===== config.mk =====
export PLATFORM = sky130hd
export DESIGN_NAME = subtrator_serial
export DESIGN_NICKNAME = d
export VERILOG_FILES = /design/src/rtl/subtrator_serial.sv
export SDC_FILE = /design/constraint.sdc
export NUM_CORES = 1
export LEC_CHECK = 0
export CAP_MARGIN = 30
export CORE_MARGIN = 2
export CORE_UTILIZATION = 31
export CTS_CLUSTER_SIZE = 14
export DETAILED_ROUTE_END_ITERATION = 8
export PLACE_DENSITY_LB_ADDON = 0.25
export SLEW_MARGIN = 20
export SYNTH_ARGS = -nofsm -noshare
export SYNTH_HDL_FRONTEND = slang
export SYNTH_SLANG_ARGS = --single-unit

===== constraint.sdc =====
create_clock -name clk -period 1.8 [get_ports clk]
set_clock_uncertainty 0.05 [all_clocks]
set_input_delay 0.18 -clock clk [delete_from_list [all_inputs] [get_ports clk]]
set_output_delay 0.18 -clock clk [all_outputs]
set_load 0.03 [all_outputs]

===== src/rtl/subtrator_serial.sv =====
`default_nettype none
// ============================================================================
// Module   : subtrator_serial
// Purpose  : Bit-serial N-bit subtractor computing S = A - B - Te (mod 2^N).
//            One bit per clock, LSB first. Reports the final borrow (Ts) and
//            two's-complement overflow (ovf).
// Ports    : clk      - clock, rising edge
//            rst_n    - asynchronous active-low reset
//            inicio   - start request, sampled only while idle
//            A, B, Te - minuend, subtrahend and borrow-in, sampled with inicio
//            S        - registered difference
//            Ts       - registered final borrow-out
//            ovf      - registered signed overflow
//            ocupado  - high while bits are being processed
//            pronto   - one-cycle completion pulse
// Revision : 1.0 - initial release
// ============================================================================
module subtrator_serial #(
  parameter int N = 8
) (
  input  logic         clk,
  input  logic         rst_n,
  input  logic         inicio,
  input  logic [N-1:0] A,
  input  logic [N-1:0] B,
  input  logic         Te,
  output logic [N-1:0] S,
  output logic         Ts,
  output logic         ovf,
  output logic         ocupado,
  output logic         pronto
);

  localparam logic [1:0] OCIOSO  = 2'd0;
  localparam logic [1:0] CALCULA = 2'd1;
  localparam logic [1:0] FIM     = 2'd2;

  // Counter only needs to reach N-1; keep at least one bit for N=1.
  localparam int             CW   = (N > 1) ? $clog2(N) : 1;
  localparam logic [CW-1:0]  LAST = CW'(N - 1);

  logic [1:0]    state;
  logic [N-1:0]  a_sh;
  logic [N-1:0]  b_sh;
  logic [N-1:0]  res;
  logic          bw;
  logic [CW-1:0] cnt;

  logic          d;
  logic          bw_next;
  logic [N-1:0]  res_next;

  always_comb begin
    d       = a_sh[0] ^ b_sh[0] ^ bw;
    bw_next = (~a_sh[0] & b_sh[0]) | (~(a_sh[0] ^ b_sh[0]) & bw);
  end

  // New difference bit enters at the MSB; after N shifts the LSB of the
  // result has arrived at bit 0.
  generate
    if (N == 1) begin : g_res_single
      assign res_next = d;
    end else begin : g_res_wide
      assign res_next = {d, res[N-1:1]};
    end
  endgenerate

  always_ff @(posedge clk or negedge rst_n) begin
    if (!rst_n) begin
      state <= OCIOSO;
      a_sh  <= '0;
      b_sh  <= '0;
      res   <= '0;
      bw    <= 1'b0;
      cnt   <= '0;
      S     <= '0;
      Ts    <= 1'b0;
      ovf   <= 1'b0;
    end else begin
      case (state)
        OCIOSO: begin
          if (inicio) begin
            a_sh  <= A;
            b_sh  <= B;
            bw    <= Te;
            cnt   <= '0;
            state <= CALCULA;
          end
        end
        CALCULA: begin
          a_sh <= a_sh >> 1;
          b_sh <= b_sh >> 1;
          bw   <= bw_next;
          res  <= res_next;
          cnt  <= cnt + CW'(1);
          if (cnt == LAST) begin
            S     <= res_next;
            Ts    <= bw_next;
            // bw here is the borrow into the sign bit.
            ovf   <= bw ^ bw_next;
            state <= FIM;
          end
        end
        FIM: begin
          state <= OCIOSO;
        end
        default: begin
          state <= OCIOSO;
        end
      endcase
    end
  end

  // Moore decodes of the state register, so both flags are glitch-free
  // and drop to 0 the instant reset asserts.
  assign ocupado = (state == CALCULA);
  assign pronto  = (state == FIM);

endmodule
`default_nettype wire


# Word level (Yosys, flattened, before mapping)
# Index checks and enable logic that the tools add are counted.
# totals
output_inout_bits	12
register_bits	40
# op_classes
n_eq_ne	5
n_bitwise	8
muxes	11
add_sub_neg	1
n_reduce_logical	5
# ops
op	n
case mux 8 bit (2 select lines)	2
2-to-1 mux 8 bit	2
case mux 3 bit (2 select lines)	1
AND reduction 2 bit	3
2-to-1 mux 2 bit	2
case mux 2 bit (2 select lines)	1
adder 3 x 1 -> 3 bit, second input constant	1
== test 3 bit, second input constant	1
2-to-1 mux 3 bit	1
bitwise XOR 1 bit	3
bitwise AND 1 bit	2
== test 2 x 1 -> 1 bit, second input constant	1
== test 2 bit, second input constant	1
logical NOT 2 bit	1
inequality test 2 x 1 -> 1 bit, second input constant	1
inequality test 2 bit, second input constant	1
inverter 1 bit	2
case mux 1 bit (2 select lines)	1
nonzero test 2 bit	1
2-to-1 mux 1 bit	1
OR 1 bit	1

# Longest topological paths before layout
# depth
word_depth	5
mapped_depth	6
mapped_depth_nobuf	5

# Worst setup path after synthesis
# Ideal clock, no wire load.
# synth_path
path_type	reg2reg
from	register cnt[0]
to	register S[0]
slack_ps	325
t_arrival_ps	1299
path_stages_with_launch	6
period_less_slack_ps	1475
required_time_ps	1625
n_path_buf	1
cell_sequence	dfrtp_1 -> ha_1 -> ha_1 -> nand3b_4 -> buf_6 -> mux2_4
# synth_via
elab_chain_len	2
# synth_rtl
element	line	rtl
start, declared	47	logic [CW-1:0] cnt;
start signal, assigned	95	cnt <= cnt + CW'(1);
== test 3 bit	96	if (cnt == LAST) begin
AND reduction 2 bit (no source line)	-	
end signal, assigned	97	S <= res_next;
end, declared	27	output logic [N-1:0] S,
# No other way between the ends.
# A chain may end at the register's enable or synchronous reset.

# Worst setup path after layout
# layout_path
from	register state[1]
to	output port ocupado
# layout_via
elab_chain_len	1
# layout_rtl
element	line	rtl
start, declared	42	logic [1:0] state;
start signal, assigned	70	state <= OCIOSO;
start signal, assigned	87	state <= CALCULA;
start signal, assigned	101	state <= FIM;
== test 2 x 1 -> 1 bit	116	assign ocupado = (state == CALCULA);
end, declared	30	output logic ocupado,
# No other way between the ends.

==> summary.md <==
| Metric | Value |
|---|---|
| # Post-CTS Setup Buffers | 0 |
| Ratio of cells with drive above 1 in the final layout | between 15 and 20% |
| Worst Slack Setup Final | 0.223 ns |
| Vias | around 1300 |
| Placement row count | 27 |
| Max clock buf depth | 2 |
| Maximum vdd drop | 0.611 mV |
| PwrDens | 1730 nW/µm² |
| CTS clk-pin slew, worst paths | around 0.08 ns |
| Final Hold Vio Count | 0 |
| Outcome | completed |
| Cell Area, Synth | 1810 µm² |
| Avg Inst Size Synth | 10.6 µm² |
| GRT Util Overall | a little over an eighth |
| Net Count, Synth | 194 |
| CTS tree | done |
| Post-DP HPWL | about 2600 µm |
| Antenna violations before repair | 0 |
| 1st-pass router iterations | 4 |
| Placer Congestion | 0.774 |
| Crit. End Element | output pin |
| Number of synthesized register bits | 39 |
| Remaining global-route overflow | 0 |
| Die H | 80.4 µm |
| Largest net degree at the start of global routing | 23 |
| Min Tclk post-route | 1.58 ns |
| Synth Flop Type | dfrtp_1 |
| Cell Count Post-Placement | roughly 270 |
| Crit path DAT | 1.35 ns |
| Final nets | 228 |
| Max frequency | between 0.6 and 0.7 GHz |
| Pre-CTS setup slack | 0.165 ns |
| CP required | 1.57 ns |
| Clock sink count | 39 |
| DR WL/cell | ~14 µm |
| TNS Setup | 0 ns |
| RSZ-0062 raised after global routing | false |
| Slew at the pin closest to its max-slew limit | 0.463 ns |
| CP max FO | 9 |
| Vias in the first global route | around 1400 |
| Clock latency on the worst-skew pair | 0.28 ns |
| Routed vias/inst | slightly below 5 |
| Async SR Flop Fraction | 100% |
| Synth Instances | 171 |
| Register area share after synthesis | 53.9% |
| Leak Pwr | 0.00104 µW |
| Post-synth EDFFs | 0 |
| First-pass GRT wire length | around 6700 µm |
| Initial Utilization | 32.5% |
| RR Startpoint | cnt[0] |
| DRC | 0 |
| Distinct cells, synth | 26 |
| Worst setup startpoint | state[1] |
| Detailed Route WL | 3820 µm |
| Clock root buffer | clkbuf_8 |
| CP Class | flop to output pin |
| Area added between synthesis and finish | 27.7% |
| Final setup vio count | 0 |
| Tightest Hold Check Type | input pin to asynchronous set/reset pin |
| Routed Antenna Nets | 0 |
| R2r worst-path depth | 4 |
| Max Slew Vio Count | 0 |
| Total CTS buffers | 5 |
| H-tree depth | 2 |
| Period utilisation layout | 87.6% |
| Core Region | 5570 µm² |
| Die width | 80.4 µm |
| Synth warn | 0 |
| Post-Layout Cell Count | 278 |
| Port Buffers | 31 |
| CP startpoint kind | flop |
| Relative slew slack | 69.1% |
| Die area | 6470 µm² |
| Top Ports | 32 |
| Count of maximum capacitance violations | 0 |
| Starting DRT DRC Count | 121 |
| Ant diodes | 0 |
-- layout make-up --
class / instances / area (µm²)
Tap cell: 72 / 90.1
Multi-Input combinational cell: 113 / 718
Inverter: 6 / 22.5
Timing Repair Buffer: 40 / 388
Sequential cell: 39 / 976
Fill cell: 541 / 3260
Clock inverter: 2 / 35.0
Clock buffer: 6 / 82.6
-- flip-flops by register name, indices dropped and copies added, names as in the netlist --
name and count:
state 2, res 7, a_sh 8, b_sh 8, ovf 1, bw 1, Ts 1, cnt 3
S 8
-- what timing repair did --
item,4_1_cts,5_1_grt
endpoints found under the hold margin,17,0
setup endpoints to repair,0,1
hold buffers,1,0
gates resized for setup,0,1
-- metal layers --
metal	share of wire, %	global-route usage (%)	up-vias	routed length (µm)
met3	3.9	2.81	5	149
met1	48	19.3	642	1850
met5	0	0	-	0
met2	46	19.8	25	1750
met4	1.8	5.08	0	70
li1	-	-	668	-
-- layout by cell type (no fill, tap or decap), drive strengths merged, types with 2 or more instances in the layout --
cell / synthesis / routed
a22o: 2 / 2
buf: 12 / 10
clkbuf: 1 / 6
clkdlybuf4s50: 0 / 28
dfrtp: 39 / 39
ha: 2 / 2
inv: 6 / 6
mux2: 8 / 8
nand2: 26 / 26
nand2b: 2 / 2
nor2: 6 / 6
nor3: 33 / 33
o21ai: 8 / 8
o22ai: 14 / 14
o32ai: 3 / 3
-- through the flow --
step / power, µW / cell area (µm²) / hold slack (ns) / utilization, %
final: 4000 / 2310 / 0.326 / 41.5
after global routing: 4310 / 2310 / 0.377 / 41.5
after CTS: 4050 / 2310 / 0.331 / 41.4
after detailed placement: 3280 / 2180 / 0.112 / 39.1
after global placement: 3260 / 2180 / 0.114 / 39.1
after floorplan: 2770 / 1810 / -0.166 / -
-- path summary, 6_finish.rpt --
| check | slack, ns | end |
|---|---|---|
| setup / recovery | 0.22 | ocupado |
| hold / removal | 0.33 | bw |
| setup reg to reg | 0.25 | S[3] |
| hold reg to reg | 0.44 | ovf |
| max in group asynchronous | 0.90 | S[5] |
| min in group clk | 0.43 | a_sh[7] |
-- logic make-up after synthesis --
logic type / after synthesis / synth area share [%]
AO/OA/AOI/OAI: 29 / 10.7
XOR/XNOR: 1 / 0.484
adder cells (fa/ha/maj): 3 / 2.49
buffers and inverters: 19 / 6.43
flip-flops: 39 / 53.9
multiplexers: 9 / 6.57
AND/OR/NAND/NOR: 71 / 19.4
-- power breakdown --
part           internal [µW]  total, µW  switching, µW  leakage [µW]
clock                    449        753            304     0.0000612
combinational            782       1690            912      0.000503
sequential              1280       1550            267      0.000476
-- critical path: stages (launching register included) --
cell	delay (ns)
dfrtp_1	0.38
buf_4	0.16
nand2b_4	0.14
inv_1	0.18
buf_4	0.20
-- cell usage after synthesis (all sizes together) (2+ instances only) --
cell type  number  area (µm²)
nor3           33         165
nor2            6        22.5
ha              2        25.0
inv             6        22.5
o32ai           3        26.3
a22o            2        17.5
nand2b          2        27.5
o22ai          14        87.6
o21ai           8        40.0
buf            12        88.8
dfrtp          39         976
mux2            8         109
nand2          26        97.6
(Power assumes the default switching activity.)
